File: config.mk
export PLATFORM = sky130hd
export DESIGN_NAME = bram_copy_engine
export DESIGN_NICKNAME = d
export VERILOG_FILES = /design/src/rtl/bram_copy_engine.sv
export SDC_FILE = /design/constraint.sdc
export NUM_CORES = 1
export LEC_CHECK = 0
export ABC_AREA = 1
export CORE_ASPECT_RATIO = 2
export CORE_MARGIN = 2
export CORE_UTILIZATION = 39
export DETAILED_ROUTE_END_ITERATION = 7
export PLACE_DENSITY = 0.68
export SYNTH_ARGS = -nofsm -noshare
export SYNTH_HDL_FRONTEND = slang
export SYNTH_SLANG_ARGS = --single-unit
File: constraint.sdc
create_clock -name clk -period 2.35 [get_ports clk]
set_input_delay 0.3525 -clock clk [delete_from_list [all_inputs] [get_ports clk]]
set_output_delay 0.3525 -clock clk [all_outputs]
set_load 0.005 [all_outputs]
File: src/rtl/bram_copy_engine.sv
// Streams DEPTH words from a source BRAM read port to a destination BRAM write
// port, absorbing RD_LAT cycles of read latency; one-shot or free-running.
module bram_copy_engine #(
  parameter int unsigned DATA_W = 24,
  parameter int unsigned ADDR_W = 17,
  parameter int unsigned DEPTH  = 76800,
  parameter int unsigned RD_LAT = 2
) (
  input  logic              clk,
  input  logic              n_rst,
  input  logic              start_i,
  input  logic              continuous_i,
  input  logic              abort_i,
  output logic              src_en_o,
  output logic [ADDR_W-1:0] src_addr_o,
  input  logic [DATA_W-1:0] src_dout_i,
  output logic              dst_we_o,
  output logic [ADDR_W-1:0] dst_addr_o,
  output logic [DATA_W-1:0] dst_din_o,
  output logic              busy_o,
  output logic              done_o,
  output logic [15:0]       pass_cnt_o
);

  localparam logic [1:0] S_IDLE  = 2'd0;
  localparam logic [1:0] S_READ  = 2'd1;
  localparam logic [1:0] S_DRAIN = 2'd2;
  localparam logic [1:0] S_DONE  = 2'd3;

  localparam logic [ADDR_W-1:0] LAST = ADDR_W'(DEPTH - 1);

  logic [1:0]        state_q, state_d;
  logic [ADDR_W-1:0] rd_cnt_q, rd_cnt_d;
  logic [ADDR_W-1:0] wr_cnt_q, wr_cnt_d;
  logic [RD_LAT-1:0] vpipe_q, vpipe_d;
  logic              src_en_q, src_en_d;
  logic              dst_we_q, dst_we_d;
  logic [DATA_W-1:0] dst_din_q, dst_din_d;
  logic              busy_q, busy_d;
  logic              done_q, done_d;
  logic [15:0]       pass_cnt_q, pass_cnt_d;

  // Next-state and registered-output logic; abort overrides everything last.
  always_comb begin
    state_d    = state_q;
    rd_cnt_d   = rd_cnt_q;
    wr_cnt_d   = wr_cnt_q;
    src_en_d   = 1'b0;
    dst_we_d   = 1'b0;
    dst_din_d  = dst_din_q;
    done_d     = 1'b0;
    pass_cnt_d = pass_cnt_q;
    vpipe_d    = RD_LAT'({vpipe_q, src_en_q});

    // Write side: dst address counts contiguous writes, first one lands at 0.
    if (vpipe_q[RD_LAT-1]) begin
      dst_we_d  = 1'b1;
      dst_din_d = src_dout_i;
      if (dst_we_q) begin
        wr_cnt_d = wr_cnt_q + ADDR_W'(1);
      end
    end

    case (state_q)
      S_IDLE: begin
        if (start_i) begin
          state_d  = S_READ;
          src_en_d = 1'b1;
          rd_cnt_d = '0;
          wr_cnt_d = '0;
        end
      end
      S_READ: begin
        if (rd_cnt_q == LAST) begin
          state_d = S_DRAIN;
        end else begin
          src_en_d = 1'b1;
          rd_cnt_d = rd_cnt_q + ADDR_W'(1);
        end
      end
      S_DRAIN: begin
        if (dst_we_q && (wr_cnt_q == LAST)) begin
          state_d = S_DONE;
          done_d  = 1'b1;
        end
      end
      S_DONE: begin
        pass_cnt_d = pass_cnt_q + 16'd1;
        if (continuous_i) begin
          state_d  = S_READ;
          src_en_d = 1'b1;
          rd_cnt_d = '0;
          wr_cnt_d = '0;
        end else begin
          state_d = S_IDLE;
        end
      end
      default: state_d = S_IDLE;
    endcase

    if (abort_i) begin
      state_d    = S_IDLE;
      src_en_d   = 1'b0;
      dst_we_d   = 1'b0;
      done_d     = 1'b0;
      vpipe_d    = '0;
      rd_cnt_d   = rd_cnt_q;
      wr_cnt_d   = wr_cnt_q;
      pass_cnt_d = pass_cnt_q;
    end

    busy_d = (state_d == S_READ) || (state_d == S_DRAIN);
  end

  always_ff @(posedge clk or negedge n_rst) begin
    if (!n_rst) begin
      state_q    <= S_IDLE;
      rd_cnt_q   <= '0;
      wr_cnt_q   <= '0;
      vpipe_q    <= '0;
      src_en_q   <= 1'b0;
      dst_we_q   <= 1'b0;
      dst_din_q  <= '0;
      busy_q     <= 1'b0;
      done_q     <= 1'b0;
      pass_cnt_q <= '0;
    end else begin
      state_q    <= state_d;
      rd_cnt_q   <= rd_cnt_d;
      wr_cnt_q   <= wr_cnt_d;
      vpipe_q    <= vpipe_d;
      src_en_q   <= src_en_d;
      dst_we_q   <= dst_we_d;
      dst_din_q  <= dst_din_d;
      busy_q     <= busy_d;
      done_q     <= done_d;
      pass_cnt_q <= pass_cnt_d;
    end
  end

  assign src_en_o   = src_en_q;
  assign src_addr_o = rd_cnt_q;
  assign dst_we_o   = dst_we_q;
  assign dst_addr_o = wr_cnt_q;
  assign dst_din_o  = dst_din_q;
  assign busy_o     = busy_q;
  assign done_o     = done_q;
  assign pass_cnt_o = pass_cnt_q;

endmodule

# Yosys cells after proc, flatten, opt, wreduce, memory -nomap -nowiden
# Index checks and enable logic that the tools add are counted.
[totals] word_cells=56 regBits=82
[op_classes] reduce_logical=6 n_eq_ne=10 bitwise=1 mux=26 n_addsub=3
[ops] cell="2-to-1 mux 17 bit" count=7
[ops] cell="case mux 17 bit (3 select lines)" count=1
[ops] cell="adder 17 x 1 -> 17 bit (second input constant)" count=2
[ops] cell="== test 17 bit (second input constant)" count=2
[ops] cell="case mux 17 bit (2 select lines)" count=1
[ops] cell="adder 16 x 1 -> 16 bit (second input constant)" count=1
[ops] cell="2-to-1 mux 1 bit" count=10
[ops] cell="2-to-1 mux 2 bit" count=5
[ops] cell="case mux 2 bit (4 select lines)" count=1
[ops] cell="== test 2 bit (second input constant)" count=3
[ops] cell="inequality test 2 bit (second input constant)" count=3
[ops] cell="AND reduction 5 bit" count=1
[ops] cell="== test 2 x 1 -> 1 bit (second input constant)" count=2
[ops] cell="case mux 1 bit (3 select lines)" count=1
[ops] cell="nonzero test 3 bit" count=1
[ops] cell="logical NOT 2 bit" count=1
[ops] cell="AND reduction 2 bit" count=1
[ops] cell="logical AND 1 bit" count=1
[ops] cell="logical OR 1 bit" count=1
[ops] cell="inverter 1 bit" count=1

# Longest topological paths before layout
[depth] word_depth=7 depth_mapped=11 depth_no_buf=11

# Worst setup path before layout
# OpenSTA, ideal clock, no wires.
[synth_timing] path_type="reg2reg" startpoint="reg state_q[0]" endpoint="reg wr_cnt_q[12], in the netlist dst_addr_o[12]" arrival_ns=1.499 path_buffers=1 stages_incl_launch_ff=9 slack_ns=0.732 setup_ns=0.119 path_cell_list="dfrtp_1 -> inv_1 -> ha_1 -> nand2_1 -> o21ai_1 -> nor3_1 -> clkbuf_1 -> a21oi_1 -> o21a_1"
[synth_between] elab_chain_len=2 elab_cells_between_ends=3 cone_classes="eq/ne (1); mux (1); reduce/logical (1)"
[synth_lines] element="from (decl)" line_no="32" rtl="logic [1:0] state_q, state_d;"
[synth_lines] element="from (signal assigned)" line_no="128" rtl="state_q <= state_d;"
[synth_lines] element="== test 2 bit or logical NOT 2 bit (tied branches)" line_no="64" rtl="case (state_q)"
[synth_lines] element="case mux 17 bit (2 select lines) (*)" line_no="64"
[synth_lines] element="to (signal assigned)" line_no="130" rtl="wr_cnt_q <= wr_cnt_d;"
[synth_lines] element="to (decl)" line_no="34" rtl="logic [ADDR_W-1:0] wr_cnt_q, wr_cnt_d;"
# Every way passes the cells marked *; elsewhere a longest branch is shown, timed or not.
# A chain may end at the register's enable or synchronous reset.

# Worst setup path in the final report
[layout_timing] startpoint="reg state_q[0]" endpoint="reg rd_cnt_q[3], in the netlist src_addr_o[3]"
[layout_between] elab_chain_len=3 elab_cells_between_ends=9 cone_classes="eq/ne (5); mux (1); reduce/logical (3)"
[layout_lines] element="== test 2 x 1 -> 1 bit, or another cell as far along" line_no="64"
[layout_lines] element="inequality test 2 bit (no line) or nonzero test 3 bit (tied branches)"
[layout_lines] element="AND reduction 5 bit (no line)"
[layout_lines] element="to (signal assigned)" line_no="129" rtl="rd_cnt_q <= rd_cnt_d;"
[layout_lines] element="to (decl)" line_no="33" rtl="logic [ADDR_W-1:0] rd_cnt_q, rd_cnt_d;"
# Parallel ways exist; a longest one is shown, timed or not.

==> summary.txt <==
GRT
  – All-Layer GR Usage: 19.0%
  – Antenna violations before repair: 0
  – Met3 Resource Use GR: 3.84%
  – Vias in the first global route: 3788
  – Total grt overflow: 0
  – Global-route wire length before repair: 17.5 mm
  – Largest net degree at the start of global routing: 42
  – GR peak layer: met2
  – Met2 usage: 35.5%
  – Met1 GRT Util: 20.0%

Floorplanning
  – # IOs: 107
  – Die H: 151 um
  – # rows: 53
  – Full die area: 11700 um^2
  – Core ar.: 10500 um^2
  – Initial Utilization: 40.1%
  – DIE WIDTH: 77.4 um

Clock network
  – Skew-Pair Late Insertion Delay: 0.34 ns
  – Sink Count: 82
  – H-tree depth: 3
  – Clk buf depth: 2
  – CTS buffer count: 9
  – Post-CTS Setup Bufs: 0
  – Hold Buf Count CTS: 0
  – Root Buffer: clkbuf_16
  – Post-CTS sizing: 0
  – CTS clk-pin slew, worst paths: 0.06 ns
  – CTS tree: done

Power and ir drop
  – NetSw: 1.53 mW
  – Leak: 2.53 nW
  – Int Power: 3.37 mW
  – Worst IR drop on VDD: 0.000536 V
  – Share of power burned in registers: 38.6%
  – Clock power frac: 30.8%
  – Pwr dens: 851 nW/um^2
  – Switching share of total power: 31.2%
  – Combinational group share of total power: 30.5%

Outcome
  – Status: finished, violations left
  – Failing checks: negative hold slack

Placed design
  – Placed Area: 5430 um^2
  – I/O Buffers: 106
  – GPL Wtd Cong: 0.912
  – Hpwl dp: 8.05 mm
  – Place WS: 0.204 ns

Yosys
  – Post-synth ARST share: 100%
  – Synth Register Bits: 82
  – Xor/xnor cell area share of the yosys netlist: 3.54%
  – Instance count of the mapped netlist: 509
  – Post-synthesis net count: 546
  – Unique cell type count in the Yosys netlist: 37
  – Synth Area per Inst: 8.25 um^2
  – Leading cell type by number of instances after synthesis: nand2_1
  – Share of the synthesized area in compound gates (AO/OA/AOI/OAI): 7.18%
  – Top area cells in the synthesized netlist: dfrtp_1 49%, nand2_1 13%, inv_1 5.0%
  – Simple-Gate Fraction of Synth Area: 31.0%
  – Register area share after synthesis: 48.9%
  – Synth Flop Type: dfrtp_1
  – Post-synth EDFFs: 0
  – Yosys top cell by area: dfrtp_1
  – Yosys top cell area share: 48.9%
  – Synthesized area: 4200 um^2
  – Synth warn: 0
  – Synth top cells by count: 146 x nand2_1, 82 x dfrtp_1, 56 x inv_1, 45 x nor2_1, 27 x nand3_1
  – Post-synthesis adder-cell area fraction: 2.38%
  – Post-synthesis mux area share: 0.238%
  – Main combinational cell family by area after synthesis: simple AND/OR/NAND/NOR gates

STA
  – PnR worst setup slack: 0.361 ns
  – RSZ-0062 raised after global routing: no
  – Slew @ Worst Pin: 0.567 ns
  – Tmin final: 1.99 ns
  – Worst Skew: 0.00757 ns
  – Number of max-slew violations in the final report: 0
  – Relative slew slack: 62.2%
  – Sum Neg Setup Slack: 0 ns
  – F_max: 503 MHz
  – Fin Hold WS: -0.00114 ns
  – Fin. Hold Viols: 2
  – Final Setup Violations: 0
  – Final Cycle Share: 84.6%

Critical path
  – Req. time, crit path: 2.57 ns
  – CP Launch Type: register
  – Crit Path Class: reg2reg
  – Critical path arrival: 2.21 ns
  – Max FO, Critical Path: 23
  – Critical path capture point type: register
  – Reg2reg setup slack: 0.36 ns

Drt
  – First DRT Iteration DRCs: 167
  – Drt drc: 0
  – ANT nets after route: 0
  – Final wirelength: 10.6 mm
  – Via/cell ratio: 4.91
  – Via count: 3751
  – Routed len/inst: 13.9 um
  – Initial DRT Pass Iterations: 4

Layout
  – Ant diodes: 0
  – Layout cells sized above 1: 9.25%
  – Final instance area: 5750 um^2
  – Fill count: 1003
  – Fin nets: 659
  – Synth-to-layout area growth: 36.8%
  – Fin util: 54.9%

Run
  – MaxCap Viol Count: 0

Min path
  – Hold crit path type: in2async
==> registers in the layout (all words and copies together) (netlist names) <==
register,cells
done_o,1
dst_din_o,24
vpipe_q,2
dst_we_o,1
dst_addr_o,17
pass_cnt_o,16
src_en_o,1
state_q,2
busy_o,1
src_addr_o,17
==> per-stage QoR <==
step	power, mW	cells
after floorplan	2.61	509
after global placement	3.38	748
after detailed placement	3.42	748
after CTS	4.96	764
after global routing	5.21	764
final	4.89	764
==> cell families after synthesis <==
kind of cell / Yosys count
AOI/OAI and AO/OA: 52
xor gates and xnor gates: 17
adders and majority gates: 8
buffers and inverters: 69
DFF: 82
muxes: 1
and+or+nand+nor: 280
==> layer usage <==
| layer | routed length (um) | up-vias |
|---|---|---|
| met4 | 296 | 0 |
| li1 | - | 1853 |
| met1 | 3890 | 1774 |
| met3 | 428 | 26 |
| met5 | 0 | - |
| met2 | 5980 | 98 |
==> layout make-up <==
type | instances | area [um^2] | share of cell area (%)
Multi-Input combinational cell | 358 | 1860 | 32.4
Clock inverter | 6 | 90.1 | 1.57
Tap cell | 137 | 171 | 2.98
Sequential cell | 82 | 2050 | 35.7
Inverter | 58 | 218 | 3.79
Timing Repair Buffer | 113 | 1120 | 19.5
Clock buffer | 10 | 229 | 3.98
==> power by group through the flow <==
stage / sequential, mW / clock, mW / combinational [mW]
after floorplan: 1.91 / 0 / 0.704
after global placement: 1.91 / 0 / 1.47
after detailed placement: 1.91 / 0 / 1.51
after CTS: 1.90 / 1.55 / 1.51
after global routing: 1.93 / 1.62 / 1.66
final: 1.89 / 1.51 / 1.49
==> worst paths after layout <==
kind / from / to / cells after the start
max: state_q[0]$_DFF_PN0_ / src_addr_o[3]$_DFFE_PN0P_ / 10
min: n_rst / src_addr_o[5]$_DFFE_PN0P_ / 1
max reg2reg: state_q[0]$_DFF_PN0_ / src_addr_o[3]$_DFFE_PN0P_ / 10
min reg2reg: dst_din_o[18]$_DFFE_PN0P_ / dst_din_o[18]$_DFFE_PN0P_ / 2
max in group asynchronous: n_rst / dst_din_o[9]$_DFFE_PN0P_ / 2
min in group clk: dst_din_o[18]$_DFFE_PN0P_ / dst_din_o[18]$_DFFE_PN0P_ / 2
==> cells in the final DEF, fill, tap and decap left out, types with 2 or more instances in the layout <==
cell type        instances
inv_1                   56
a211oi_1                 2
nor2_4                   4
nor2_2                   6
nor3_2                   4
xnor2_1                  8
buf_4                    7
nor3_1                  19
nor3b_1                  4
nand4_2                  3
nor4_1                   3
a21oi_1                 17
bufinv_16                2
clkbuf_16                9
clkdlybuf4s50_1        105
nand2_4                  2
o21ai_2                  6
nor2_1                  45
nand3_2                  2
xor2_1                   9
inv_2                    2
nand3_1                 27
nand2_1                146
nand2_2                  3
or2_2                    2
o21a_1                   4
nand4_1                  6
or2_1                    2
dfrtp_1                 82
ha_1                     8
o21ai_1                  5
o21ai_0                 16
==> worst max-delay path, cell delays in order (launching register included) <==
cell and delay [ns]:
dfrtp_1 0.41, inv_1 0.12, ha_1 0.27, nand2_1 0.08, o21ai_1 0.12, nor3_4 0.21
nand2_4 0.19, inv_2 0.28, nand2_1 0.09, nand2_1 0.06, a21oi_1 0.04
No activity file was read; power rests on OpenSTA's default activity.
